$ cat config.mk
export PLATFORM = sky130hd
export DESIGN_NAME = match_counter
export DESIGN_NICKNAME = d
export VERILOG_FILES = /design/src/rtl/match_counter.sv
export SDC_FILE = /design/constraint.sdc
export NUM_CORES = 1
export LEC_CHECK = 0
export CAP_MARGIN = 5
export CORE_AREA = 10 10 47 49
export DETAILED_ROUTE_END_ITERATION = 7
export DIE_AREA = 0 0 57 59
export PLACE_DENSITY_LB_ADDON = 0.12
export REMOVE_ABC_BUFFERS = 1
export SLEW_MARGIN = 15
export SYNTH_ARGS = -nofsm -noshare
export SYNTH_HDL_FRONTEND = slang
export SYNTH_SLANG_ARGS = --single-unit
$ cat constraint.sdc
create_clock -name clk -period 2.3 [get_ports clk]
set_input_delay 0.23 -clock clk [delete_from_list [all_inputs] [get_ports clk]]
set_output_delay 0.23 -clock clk [all_outputs]
set_load 0.01 [all_outputs]
$ cat src/rtl/match_counter.sv
// Programmable terminal-count sequencer: latches a target on start, counts en ticks,
// flags count == target (match) and pulses done when the terminal tick is consumed.
module match_counter #(
  parameter int WIDTH = 4
) (
  input  logic             clk,
  input  logic             rst_n,
  input  logic             start,
  input  logic             clear,
  input  logic             wrap_mode,
  input  logic             en,
  input  logic [WIDTH-1:0] target,
  output logic [WIDTH-1:0] count,
  output logic             match,
  output logic             done,
  output logic             busy
);

  typedef enum logic {
    IDLE = 1'b0,
    RUN  = 1'b1
  } state_t;

  state_t           state_reg;
  logic [WIDTH-1:0] count_reg;
  logic [WIDTH-1:0] target_reg;
  logic             mode_reg;
  logic             done_reg;
  logic             at_target;

  assign at_target = (count_reg == target_reg);

  // Priority: clear, then start, then en; done is a single-cycle pulse by default.
  always_ff @(posedge clk or negedge rst_n) begin
    if (!rst_n) begin
      state_reg  <= IDLE;
      count_reg  <= '0;
      target_reg <= '0;
      mode_reg   <= 1'b0;
      done_reg   <= 1'b0;
    end else begin
      done_reg <= 1'b0;
      if (clear) begin
        state_reg <= IDLE;
        count_reg <= '0;
      end else if (start) begin
        target_reg <= target;
        mode_reg   <= wrap_mode;
        count_reg  <= '0;
        state_reg  <= RUN;
      end else if (state_reg == RUN && en) begin
        if (at_target) begin
          done_reg  <= 1'b1;
          count_reg <= '0;
          if (!mode_reg) begin
            state_reg <= IDLE;
          end
        end else begin
          count_reg <= count_reg + 1'b1;
        end
      end
    end
  end

  // Decoded from registers only, so no input reaches match combinationally.
  assign busy  = (state_reg == RUN);
  assign match = busy && at_target;
  assign count = count_reg;
  assign done  = done_reg;

endmodule
**Yosys cells after proc, flatten, opt, wreduce, memory -nomap -nowiden**

Cells that the tools add are included.

- Output and inout bits: 7
- Register bits after elaboration: 11

- Bitwise operators: 1
- Multiplexer cells: 13
- Equal/unequal tests: 2
- Reduce and logical (&&, ||, !) cells: 6
- Add/sub/neg operators: 1

Operator list:

| kind | count |
|---|---|
| 4-bit 2-to-1 mux | 4 |
| 1-bit 2-to-1 mux | 9 |
| 3-bit nonzero test | 2 |
| 4-bit by 1-bit adder with 4-bit output, second input constant | 1 |
| 4-bit equality test | 1 |
| 3-bit != test, second input constant | 1 |
| 3-bit AND reduction | 1 |
| 1-bit logical AND | 2 |
| 2-bit AND reduction | 1 |
| 1-bit NOT | 1 |

**Depth between registers and ports, before layout**

- Word-level depth: 5
- Gate-level depth with buffers: 4

**Worst setup path before layout**

Ideal clock, no wire load.

- Kind: flip-flop to flip-flop
- Start point: reg count_reg[3], in the netlist count[3]
- End point: reg count_reg[0], in the netlist count[0]
- Slack: 0.842 ns
- Period minus slack after synthesis: 1.458 ns
- Stages on the path, launching flop included: 4
- Arrival: 1.333 ns
- Cell sequence: dfrtp_1 > xor2_1 > o41a_1 > mux2_2

- Word-level cells in the longest chain between the ends: 5

RTL lines:

| what | line | text |
|---|---|---|
| start, declared | 25 | `logic [WIDTH-1:0] count_reg;` |
| start signal, assigned | 59 | `count_reg <= count_reg + 1'b1;` |
| 4-bit equality test | 31 | `assign at_target = (count_reg == target_reg);` |
| 4-bit 2-to-1 mux | 52 | `if (at_target) begin` |
| 4-bit 2-to-1 mux | 51 | `end else if (state_reg == RUN && en) begin` |
| 4-bit 2-to-1 mux | 46 | `end else if (start) begin` |
| 4-bit 2-to-1 mux | 43 | `if (clear) begin` |

No other way between the ends. The select of a mux whose other input is x is not followed.
A chain may end at the register's enable or synchronous reset.

**Worst setup path in the final report**

- Start point: reg count_reg[0], in the netlist count[0]
- End point: out match

- Word-level cells in the longest chain between the ends: 2

RTL lines:

| what | line | text |
|---|---|---|
| 4-bit equality test | 31 |  |
| 1-bit logical AND | 67 | `assign match = busy && at_target;` |
| end, declared | 14 | `output logic match,` |

No other way between the ends.

==> results.cfg <==
[setup_path]
crit_path_cell_trace = xor2_1 > nor4_2 > and2_1 > clkdlybuf4s50_1
path_class = register to output pin
critPathArrivalTime_ns = 1.86
worstSetupEndpointType = output pin
start_kind = register
cp_data_required_time_ns = 2.07
critPathMaxFanout = 5
cp_slowest_stage_delay_ns = 0.53
slowest_stage = clkdlybuf4s50_1

[synth]
synth_edf_count = 0
postSynthCellCount = 40
synthTopCellsByCount = dfrtp_1 (11), mux2_2 (6), xor2_1 (4)
ys_seq_area_frac = 0.529
ys_async_sr_fraction = 1.00
syn_area_um2 = 520
yosysTopAreaCell = dfrtp_1
yosys-top-cells-area = dfrtp_1 (53%), mux2_2 (13%), xor2_1 (6.7%), a22o_1 (3.4%), nand3b_1 (2.9%)
synth.most_common_cell = dfrtp_1
ys_warn_count = 0
ys_types = 18
ys_ff_latch = 11
dominantRegCellSynth = dfrtp_1
syn_area_per_cell_um2 = 13.0
synthDominantCellAreaShare = 0.529

[floorplan]
dieWidth_um = 57
die_area_um2 = 3360
die_height_um = 59
core_area_um2 = 1400
rows = 14
start_util = 0.371
io_pins = 17

[route]
drcViolationCount = 0
wl_per_cell_um = 15.0
routed_wl_mm = 1.14
drtIter0Drc = 2
route.vias.total = 388
antenna_left = 0
first_pass_iters = 2
via_per_inst = 5.11

[sta]
rsz0062_at_grt = no
fin_crit_sh = 0.909
min_period_ns = 2.09
relSlewSlack = 0.624
holdWs_ns = 0.295
drv_slew = 0
setup_tns_ns = 0
finalHoldViolCount = 0
tightestPinTransition_ns = 0.560
fin_skew_ns = 0.00216
fmax_mhz = 478
setup-violations-final = 0

[clock_network]
clock_latency_ns = 0.26
cts_tree = done
htree_levels = 1
cts_sinks = 11
clk_pin_slew_worst_paths_ns = 0.07
root_buffer = clkbuf_4
ctsHoldBuffers = 0
numCtsBuffers = 3
cts_buffer_depth = 2

[global_routing]
grt_use_total = 0.0783
grt_pass1_vias = 422
overflow = 0
grt_max_degree = 12
grt_pass1_wl_mm = 2.04
antenna_found_initial = 0

[hold_path]
hold_class = primary input to asynchronous set/reset pin

[layout]
num-fill-cells = 140
fin_nets = 72
area_growth_pct = 40.9
drive_above_1_share = 0.167
final_util = 0.523
n_antenna_cell = 0
layout.cells.non_filler = 76

[power_and_ir_drop]
power_mw = 0.409
p_leak_nw = 0.314
ir_drop_v = 0.000375
power_density_nw_per_um2 = 558

[place]
port_buffers = 16
dp_cells = 72
dp_hpwl_um = 949
gpl.final_weighted_congestion = 0.724

[flow_run]
cap_violations = 0

[outcome]
outcome = finished clean
[report_power, final]
part,internal [mW],total [mW],switching [mW]
Combinational,0.0389,0.0648,0.0259
Clock,0.0669,0.125,0.0579
Sequential,0.209,0.220,0.0111
Total,0.314,0.409,0.0949
[stage by stage]
step | setup WS, ns | instance area (µm²)
finish | 0.208 | 733
global route | 0.0392 | 733
CTS | 0.0942 | 727
detailed placement | 0.393 | 701
global placement | 0.412 | 701
floorplan | 0.842 | 520
[layout by cell type, fill, tap and decap left out]
cell / instances
and2_1: 2
nor4_2: 1
clkbuf_1: 1
nor2b_1: 1
clkdlybuf4s50_1: 16
mux2_2: 6
nor4bb_1: 1
dfrtp_1: 11
nand2_1: 1
a211oi_1: 1
a22o_1: 2
nor3_1: 1
nor2_1: 1
and4bb_1: 1
nand3b_1: 2
clkbuf_4: 3
nand3_1: 2
ha_1: 1
o41a_1: 1
xor2_1: 4
xnor2_1: 1
[metal layers]
| metal | track usage | wire (µm) |
|---|---|---|
| met4 | 0.0302 | 4 |
| met2 | 0.129 | 505 |
| met1 | 0.0748 | 511 |
| met3 | 0.0558 | 118 |
| met5 | 0 | 0 |
[logic make-up (layout without fill, tap and decap cells)]
| kind of cell | Yosys count | in the layout | synth area share |
|---|---|---|---|
| AND/OR/NAND/NOR | 13 | 13 | 0.163 |
| flip-flops | 11 | 11 | 0.529 |
| multiplexers | 6 | 6 | 0.130 |
| XOR/XNOR | 5 | 5 | 0.0841 |
| AO/OA/AOI/OAI | 4 | 4 | 0.0697 |
| adder cells (fa/ha/maj) | 1 | 1 | 0.0240 |
| buffers and inverters | 0 | 20 | 0 |
[final cells by class]
class                      instances  area, µm²  area share
sequential                        11        275       0.375
multi-input combinational         29        251       0.343
timing repair buffer              16        160       0.218
clock buffer                       4       26.3      0.0358
tap                               16       20.0      0.0273
[critical path, delay by kind of cell (launching register included)]
kind	cells	cell delay [ns]
AND/OR/NAND/NOR	2	0.45
buffers and inverters	1	0.53
flip-flops	1	0.43
XOR/XNOR	1	0.19
[timing repair]
item                                    CTS  global route
endpoints found under the setup margin    0             1
resized for setup                         0             1
endpoints found under the hold margin     0             0
buffers inserted                          0             0
[worst paths after layout]
check / start / end / slack, ns / cells after the start
worst max-delay path: count[0] / match / 0.21 / 4
worst min-delay path: rst_n / target_reg[3] / 0.30 / 1
worst max register to register: count[0] / count[0] / 0.79 / 3
worst min register to register: mode_reg / mode_reg / 0.51 / 1
max in group asynchronous: rst_n / target_reg[0] / 1.68 / 1
min in group clk: mode_reg / mode_reg / 0.51 / 1
(Power assumes the default switching activity.)
==> patch: new RTL, same flow settings <==
Change the parameter `WIDTH` from 4 to 5.
--- a/src/rtl/match_counter.sv
+++ b/src/rtl/match_counter.sv
@@ -2,5 +2,5 @@
 // flags count == target (match) and pulses done when the terminal tick is consumed.
 module match_counter #(
-  parameter int WIDTH = 4
+  parameter int WIDTH = 5
 ) (
   input  logic             clk,
Interface: changed (resized count and target); port bits go from 17 to 19. No check against the original RTL was run, so the function may have changed too.
==> patch against the original RTL <==
Sequential cell count rose by 2. Largest power group unchanged. Critical path depth is 1 higher. Final area up 18%. Routed wire length rose by 22%. Area after synthesis is 24% higher. Maximum frequency decreased by 2.8%. First-iteration DRC count increased to 3.5 times the old value. Sequential share of layout area is 0.19 points higher. Via count is 32% higher. Power increased by 17%. Setup slack got worse by 0.060 ns.
==> patch: results (changes against the original RTL) <==
synthesis:
  synth.yosys.seq_area_share_pct: 50.6  # was 52.9%
  synth-adder-area-share_pct: 1.95  # was 2.40%
  yosysUniqueCellTypes: 22  # was 18
  synth_common_cells: "dfrtp_1 (13), mux2_2 (6), xnor2_1 (5)"  # was dfrtp_1 (11), mux2_2 (6), xor2_1 (4)
  avgSynthCellArea_sq_um: 10.9  # was 13.0 sq um
  muxShareOfSynthArea_pct: 10.5  # was 13.0%
  synth.area.top_cells: "dfrtp_1 (51%), mux2_2 (11%), xnor2_1 (6.8%)"  # was dfrtp_1 (53%), mux2_2 (13%), xor2_1 (6.7%)
  synth_xor_area_share_pct: 6.81  # was 8.41%
  yosys_most_used_dff: "dfrtp_1"  # unchanged
  async_reset_ff_share_pct: 100  # unchanged
  synth_compound_area_share_pct: 6.42  # was 6.97%
global_routing:
  grt_use_total_pct: 8.64  # was 7.83%
  grt_max_degree: 14  # was 12
  grt_pass1_vias: 497  # was 422
  grt-ovfl-total: 0  # unchanged
  antenna_found_initial: 0  # unchanged
  grt_pass1_wl_um: 2280  # was 2040 um
route:
  wl_per_cell_um: 14.6  # was 15.0 um
  viasPerCell: 5.41  # was 5.11
  drt_pass1_iterations: 4  # was 2
  drt-initial-drc-count: 7  # was 2
  vias: 514  # was 388
cts:
  clk_pin_slew_ns: 0.08
  cts_setup_buffers: 0  # unchanged
  cts.path.max_buffers: 2  # unchanged
  numCtsBuffers: 3  # unchanged
  ctsHtreeMaxLevel: 1  # unchanged
  clk_latency_ns: 0.27
  cts_root_buf: "clkbuf_4"  # unchanged
critical_path:
  crit_start: "count[2]$_DFFE_PN0P_"  # was count[0]$_DFFE_PN0P_
  crit_arrival_ns: 1.92  # was 1.86 ns
  worstReg2RegStart: "count[0]$_DFFE_PN0P_"  # unchanged
  worstPathMaxFanout: 7  # was 5
  r2r_cells: 4  # was 3
timing:
  finClkSkew_ns: 0.00126  # was 0.00216 ns
  setup_viol: 0  # unchanged
  max_slew.worst_pin.slew_ns: 0.567  # was 0.560 ns
placement:
  placed_area_sq_um: 833  # was 701 sq um
  dp_cells: 91  # was 72
  dp_slack_ns: 0.380  # was 0.393 ns
  numPortBuffers: 18  # was 16
  dp_hpwl_um: 1130  # was 949 um
  gp_congestion: 0.759  # was 0.724
run_status:
  status: "finished, final reports clean"  # unchanged
finish:
  diodes: 0  # unchanged
  drive_above_1_share_pct: 20.3  # was 16.7%
  final_nets: 92  # was 72
  fillers: 137  # was 140
power_and_ir_drop:
  cellLeakagePower_uw: 0.000348  # was 0.000314 uW
  vdd_drop_max_mv: 0.278  # was 0.375 mV
==> patch: cell count changes in the layout (fill, tap and decap cells not counted), sizes merged, moves of 2 or more <==
cell,change
xnor2,+4
nor2,+3
dfrtp,+2
nor3,+2
xor2,-4
nand3,+3
clkdlybuf4s50,+2
nand2,+2
a22o,-2
o21ai,+3
a21oi,+2
and3,+4
nand3b,-2
==> patch: final timing paths <==
check | to | slack (ns)
max | match | 0.15
min | count[1]$_DFFE_PN0P_ | 0.32
max reg2reg | count[4]$_DFFE_PN0P_ | 0.82
min reg2reg | target_reg[3]$_DFFE_PN0P_ | 0.53
max in group asynchronous | mode_reg$_DFFE_PN0P_ | 1.61
min in group clk | target_reg[3]$_DFFE_PN0P_ | 0.53
==> patch: cell families after synthesis <==
kind of cell,count (synthesis)
buf+inv,2
flops,13
compound gates,7
fa+ha+maj,1
xor+xnor,5
simple gates,25
mux,6
==> patch: worst max-delay path: stages, from the launching register on <==
cell             delay (ns)
dfrtp_1                0.45
xnor2_1                0.21
nand3_2                0.12
nor2_2                 0.18
and2_2                 0.16
clkdlybuf4s50_1        0.53
==> patch: routing by layer <==
layer	vias to the layer above	share of wire [%]	GRT usage [%]	routed length, um
met2	21	51	13.6	707
li1	250	-	-	-
met4	0	1.8	6.04	25
met3	4	9.3	3.43	129
met1	239	38	9.28	525
met5	-	0	0	0
==> patch: layout make-up <==
type / instances / area (sq um) / area share [%]
clock buffers: 4 / 26.3 / 3.05
well taps: 16 / 20.0 / 2.32
multi-input cells: 44 / 310 / 36.0
repair buffers: 18 / 180 / 20.9
flip-flops and latches: 13 / 325 / 37.7
==> patch: power breakdown <==
group          switching (uW)  leakage (uW)  internal (uW)  total, uW
combinational            32.4      0.000166           46.6       79.0
sequential               13.3      0.000167            246        259
clock                    71.5     0.0000150           67.2        139
total                     117      0.000348            360        477
